**src/rtl/bus_mem_ctrl_if.sv**
```systemverilog
// bus_mem_ctrl_if: request/response bus between the CPU controller and bus_mem_ctrl,
// including the optional memory-mapped I/O port pins.
interface bus_mem_ctrl_if;
    logic       req_rd;
    logic       req_wr;
    logic [7:0] addr;
    logic [7:0] wdata;
    logic [7:0] rdata;
    logic       bus_ready;
    logic       busy;
    logic [7:0] io_in;
    logic [7:0] io_out;
    modport master (output req_rd, req_wr, addr, wdata, io_in, input rdata, bus_ready, busy, io_out);
    modport slave (input req_rd, req_wr, addr, wdata, io_in, output rdata, bus_ready, busy, io_out);
endinterface

```
**src/rtl/bus_mem_ctrl.sv**
```systemverilog
// bus_mem_ctrl: 8-bit memory behind an IDLE/WAIT/DONE handshake with WAIT_STATES latency.
// Define BUS_IO_PORT_EN to map io_in/io_out at address 8'hFF.
module bus_mem_ctrl #(
    parameter int unsigned WAIT_STATES = 2,
    parameter int unsigned DEPTH       = 256
) (
    input logic           clk,
    input logic           reset,
    bus_mem_ctrl_if.slave bus
);
    localparam int unsigned AW = DEPTH > 1 ? $clog2(DEPTH) : 1;
    typedef enum logic [1:0] {IDLE, WAIT, DONE} state_t;
    state_t        state, state_n;
    logic [3:0]    cnt, cnt_n;
    logic [7:0]    addr_q, wdata_q, rdata_q;
    logic          wr_q;
    logic [7:0]    mem [DEPTH];
    logic          accept, commit, op_wr, io_hit;
    logic [7:0]    op_addr, op_wdata;
    logic [AW-1:0] idx;

    assign accept = state == IDLE && (bus.req_rd || bus.req_wr);
    assign commit = state_n == DONE;
    // With zero wait states the access completes on its acceptance edge, before anything is latched.
    assign op_wr    = state == IDLE ? bus.req_wr : wr_q;
    assign op_addr  = state == IDLE ? bus.addr : addr_q;
    assign op_wdata = state == IDLE ? bus.wdata : wdata_q;
    assign idx      = AW'(32'(op_addr) % DEPTH);

    always_comb begin
        state_n = state;
        cnt_n   = cnt;
        case (state)
            IDLE: begin
                cnt_n   = accept ? 4'(WAIT_STATES) : cnt;
                state_n = !accept ? IDLE : WAIT_STATES == 0 ? DONE : WAIT;
            end
            WAIT: begin
                cnt_n   = cnt - 4'd1;
                state_n = cnt == 4'd1 ? DONE : WAIT;
            end
            default: state_n = IDLE;
        endcase
    end

    always_ff @(posedge clk) begin
        if (reset) begin
            state   <= IDLE;
            cnt     <= 4'd0;
            rdata_q <= 8'h00;
            addr_q  <= 8'h00;
            wdata_q <= 8'h00;
            wr_q    <= 1'b0;
        end else begin
            state <= state_n;
            cnt   <= cnt_n;
            if (accept) begin
                addr_q  <= bus.addr;
                wdata_q <= bus.wdata;
                wr_q    <= bus.req_wr;
            end
            if (commit && !op_wr)
                rdata_q <= io_hit ? bus.io_in : mem[idx];
        end
    end

    // Memory is deliberately outside the reset branch so its contents survive reset.
    always_ff @(posedge clk)
        if (!reset && commit && op_wr && !io_hit)
            mem[idx] <= op_wdata;

`ifdef BUS_IO_PORT_EN
    logic [7:0] io_q;
    assign io_hit = op_addr == 8'hFF;
    always_ff @(posedge clk)
        if (reset)
            io_q <= 8'h00;
        else if (commit && op_wr && io_hit)
            io_q <= op_wdata;
    assign bus.io_out = io_q;
`else
    assign io_hit     = 1'b0;
    assign bus.io_out = 8'h00;
`endif

    assign bus.rdata     = rdata_q;
    assign bus.bus_ready = state == DONE;
    assign bus.busy      = state != IDLE;
endmodule

```
**src/flat_wrapper.sv**
```systemverilog
// flat-port wrapper written by rule: the top's interface ports become plain ports
module bus_mem_ctrl_flat 
#(
    parameter int unsigned WAIT_STATES = 2,
    parameter int unsigned DEPTH       = 256
)
  (clk, reset, bus_req_rd, bus_req_wr, bus_addr, bus_wdata, bus_io_in, bus_rdata, bus_bus_ready, bus_busy, bus_io_out);
  bus_mem_ctrl_if bus_i ();
  input logic clk;
  input logic reset;
  input wire logic [$bits(bus_i.req_rd)-1:0] bus_req_rd;
  input wire logic [$bits(bus_i.req_wr)-1:0] bus_req_wr;
  input wire logic [$bits(bus_i.addr)-1:0] bus_addr;
  input wire logic [$bits(bus_i.wdata)-1:0] bus_wdata;
  input wire logic [$bits(bus_i.io_in)-1:0] bus_io_in;
  output wire logic [$bits(bus_i.rdata)-1:0] bus_rdata;
  output wire logic [$bits(bus_i.bus_ready)-1:0] bus_bus_ready;
  output wire logic [$bits(bus_i.busy)-1:0] bus_busy;
  output wire logic [$bits(bus_i.io_out)-1:0] bus_io_out;
  assign bus_i.req_rd = bus_req_rd;
  assign bus_i.req_wr = bus_req_wr;
  assign bus_i.addr = bus_addr;
  assign bus_i.wdata = bus_wdata;
  assign bus_i.io_in = bus_io_in;
  assign bus_rdata = bus_i.rdata;
  assign bus_bus_ready = bus_i.bus_ready;
  assign bus_busy = bus_i.busy;
  assign bus_io_out = bus_i.io_out;
  bus_mem_ctrl #(.WAIT_STATES(WAIT_STATES), .DEPTH(DEPTH)) u_core (.clk(clk), .reset(reset), .bus(bus_i));
endmodule
```
**config.mk**
```make
export PLATFORM = sky130hd
export DESIGN_NAME = bus_mem_ctrl_flat
export DESIGN_NICKNAME = d
export VERILOG_FILES = /design/src/rtl/bus_mem_ctrl_if.sv /design/src/rtl/bus_mem_ctrl.sv /design/src/flat_wrapper.sv
export SDC_FILE = /design/constraint.sdc
export NUM_CORES = 2
export LEC_CHECK = 0
export ABC_AREA = 1
export CAP_MARGIN = 40
export CORE_ASPECT_RATIO = 1.25
export CORE_MARGIN = 4
export CORE_UTILIZATION = 45
export DETAILED_ROUTE_END_ITERATION = 6
export PLACE_DENSITY_LB_ADDON = 0.08
export REMOVE_ABC_BUFFERS = 1
export SYNTH_ARGS = -nofsm -noshare
export SYNTH_HDL_FRONTEND = slang
export SYNTH_SLANG_ARGS = --single-unit
```
**constraint.sdc**
```tcl
create_clock -name clk -period 18.1 [get_ports clk]
set_input_delay 4.525 -clock clk [delete_from_list [all_inputs] [get_ports clk]]
set_output_delay 4.525 -clock clk [all_outputs]
set_load 0.1 [all_outputs]
```
==> impl_metrics.ini <==
[outcome]
outcome = complete, no violations

[timing]
max_clock_freq_ghz = 0.110
final_setup_violation_count = 0
finalSetupTns_ps = 0
setup_repair_after_global_routing_missed_its_margin = no
timing.max_slew.rel_slack_pct = 26.9
worst_pin_slew_ps = 1100
finalHoldWorstSlack_ps = 479
fin_crit_sh_pct = 50.1
timing.final.ws_setup_ps = 9030
hold_viol_final = 0
timing.final.crit_period_ps = 9070
timing_max_transition_violations_final = 0
final.setup_skew_ps = 24.4

[pwr]
netSwitchingFraction_pct = 27.7
static-leakage-power_nw = 37.2
comb_power_share_pct = 14.8
power_per_cell_area_nw_per_um2 = 116
ir_worst_vdd_mv = 0.0930
p_sw_w = 0.00308
power.share.clock_pct = 36.4
power.share.sequential_pct = 48.8
internal_power_w = 0.00805

[critical_path]
rr_endpoint = u_core.bus.rdata[7]$_SDFFE_PP0P_
setup.worst_path.start = bus_addr[0]
crit_arrival_ps = 9820
r2r_cells = 21
worst-r2r-setup-slack_ps = 12540
worst-endpoint-required_ps = 18850
critical_path.endpoint_type = flip-flop
worst_r2r_startpoint = u_core.state[1]$_SDFF_PP0_
cp-start-kind = input port
critPathMaxFanout = 73
timing.critical_path.to = u_core.bus.rdata[7]$_SDFFE_PP0P_
startpoint_to_endpoint_class_of_the_critical_path = in2reg

[yosys]
syn_inst = 8187
synthDominantCellAreaShare_pct = 71.2
synth_enable_flop_cells = 2048
syn-cell-area_um2 = 86300
most_common_cell_in_the_synthesized_netlist = nand2_1
complex_gate_fraction_of_the_synthesized_area_pct = 0.491
muxShareOfSynthArea_pct = 0
synthesized_area_per_cell_um2 = 10.5
synth.ff_latch_count = 2079
asyncSetResetFlopFracSynth_pct = 0
yosysSeqAreaShare_pct = 71.9
netlist-cell-type-count = 30
ys_dominant_reg_cell = edfxtp_1
post_synthesis_share_of_cell_area_spent_on_and_or_nand_and_nor_gates_pct = 24.9
synth_area_leaders = edfxtp_1, nand2_1, nor2_1
yosys_warning_total = 0
synth_largest_area_cell = edfxtp_1
yosys-top-cells-count = nand2_1, edfxtp_1, nor2_1, nand3_1, buf_2
synth_top_family_by_area = simple AND/OR/NAND/NOR gates
synth-xor-area-share_pct = 0
synthAdderAreaFrac_pct = 0.0290

[floorplan]
initial_core_util_pct = 45.3
die_x_um = 400
core_area_um2 = 191000
die_h_um = 498
std_cell_rows = 179
design.portCount = 46
die_area_um2 = 199000

[layout]
area_delta_synth_final_pct = 10.9
final_net_count = 8160
layout-drive-gt1-share_pct = 5.62
fin_util_pct = 50.2

[grt]
track_usage_pct = 25.0
grt_pass1_wl_um = 368000
grt_start_max_net_pins = 188
antenna_found_initial = 9
globalRoute.totalOverflow = 0
grt_pass1_vias = 54200

[detailed_routing]
ant_nets = 0
drt-total-wl_um = 252000
drt-wirelength-per-cell_um = 23.2
vias_per_instance = 5.26
number_of_vias_in_the_routed_layout = 56900
drt_iter0_drc = 4938
drc = 0
drtPass1Iterations = 6

[clock_network]
post-cts-setup-buffers = 0
clock_path_buffers = 3
clk_pin_slew_worst_paths_ps = 60
clock_sinks = 2079
cts-root-buf = clkbuf_16
numCtsBuffers = 203
cts-resized-gates = 0
tritoncts = yes
clk_latency_worst_skew_pair_ps = 830
ctsHoldBuffers = 0
h-tree-depth = 4

[flow_run]
maxCapViolations = 0

[hold_path]
hold_path_class = reg2reg
worst_hold_startpoint = u_core.cnt[3]$_SDFFE_PP0P_

[place]
place.gp.congestion = 0.819
dpl_worst_slack_ps = 8090
place.port_buffers = 29
dp_hpwl_um = 139000
==> power groups by stage <==
stage	registers, W	logic, W	clock network (W)
floorplan	0.00568	0.00118	0
finish	0.00543	0.00165	0.00405
global placement	0.00553	0.00162	0
global route	0.00542	0.00181	0.00431
CTS	0.00543	0.00166	0.00412
detailed placement	0.00553	0.00166	0
==> critical path: stages <==
cell             delay [ps]
clkdlybuf4s50_1         550
nand2_4                 450
nand2_8                 630
buf_4                   560
buf_4                   620
buf_4                   770
nand2_1                 110
nand2_1                  90
nand2_1                  60
nand2_1                  90
nand2_1                  50
nand2_1                 130
nor2_1                   80
nor2_1                  300
nor2_1                  150
nand2_1                 110
nand2_1                  60
nand3_1                 190
nor2_1                   90
nor2_1                   80
==> routing by layer <==
metal	vias to the layer above	GRT usage, %	routed length [µm]
li1	26900	-	-
met4	6	7.75	7620
met2	1709	40.8	120000
met3	339	3.46	15000
met1	28000	35.0	109000
met5	-	0	38
==> worst min path at each step <==
stage	cells past startpoint	to
finish	2	u_core.cnt[3]$_SDFFE_PP0P_
detailed placement	2	u_core.cnt[3]$_SDFFE_PP0P_
global route	2	u_core.cnt[3]$_SDFFE_PP0P_
global placement	2	u_core.cnt[2]$_SDFFE_PP0P_
CTS	2	u_core.cnt[3]$_SDFFE_PP0P_
floorplan	2	u_core.wdata_q[0]$_SDFFE_PP0P_
==> stage by stage <==
| step | std cells | power, W | cell area [µm²] |
|---|---|---|---|
| after global routing | 10800 | 0.0115 | 95700 |
| after detailed placement | 10500 | 0.00719 | 89500 |
| after CTS | 10800 | 0.0112 | 95700 |
| final | 10800 | 0.0111 | 95700 |
| after floorplan | 7752 | 0.00685 | 84200 |
| after global placement | 10400 | 0.00715 | 88800 |
==> registers in the layout, summed over array words and instances, names as in the netlist <==
signal,count
u_core.mem,2048
u_core.addr_q,8
u_core.bus.rdata,8
u_core.wdata_q,8
u_core.cnt,4
u_core.state,2
u_core.wr_q,1
==> cell families after synthesis <==
family	count (synthesis)
AND/OR/NAND/NOR	5538
flip-flops	2079
buffers and inverters	486
AO/OA/AOI/OAI	81
adder cells (fa/ha/maj)	2
other	1
==> final cells by class <==
class	count	area, µm²
inverters	44	173
clock buffers	265	5440
well taps	2534	3170
diodes	2	5.00
fillers	17000	94800
flip-flops and latches	2079	62100
repair buffers	173	1920
multi-input cells	5629	22100
clock inverters	107	796
==> cells in the final DEF (no fill, tap or decap), types with 2 or more instances in the layout <==
| cell | netlist | layout |
|---|---|---|
| nor2_2 | 4 | 2 |
| conb_1 | 1 | 8 |
| nor2_4 | 6 | 8 |
| nand2_1 | 4490 | 4472 |
| clkbuf_1 | 113 | 54 |
| clkinv_2 | 0 | 34 |
| buf_16 | 0 | 17 |
| or2_2 | 3 | 3 |
| nand4_1 | 9 | 9 |
| nand2_4 | 2 | 3 |
| nand2_2 | 3 | 18 |
| edfxtp_1 | 2048 | 2048 |
| clkbuf_8 | 0 | 4 |
| o21ai_1 | 18 | 18 |
| o21ai_2 | 3 | 3 |
| nor3_2 | 4 | 4 |
| clkdlybuf4s50_1 | 0 | 29 |
| nand2_8 | 0 | 2 |
| ha_1 | 2 | 2 |
| inv_2 | 6 | 5 |
| bufinv_16 | 0 | 11 |
| o21ai_0 | 38 | 29 |
| nand3_1 | 429 | 429 |
| a21oi_1 | 19 | 19 |
| diode_2 | 0 | 2 |
| buf_4 | 40 | 110 |
| inv_16 | 0 | 2 |
| dfxtp_1 | 31 | 31 |
| o21ai_4 | 0 | 9 |
| buf_12 | 0 | 16 |
| inv_1 | 38 | 38 |
| nor2_1 | 586 | 586 |
| clkinv_1 | 0 | 54 |
| clkbuf_16 | 0 | 207 |
| inv_6 | 0 | 5 |
Note: power is estimated with default switching activity, not from simulation.
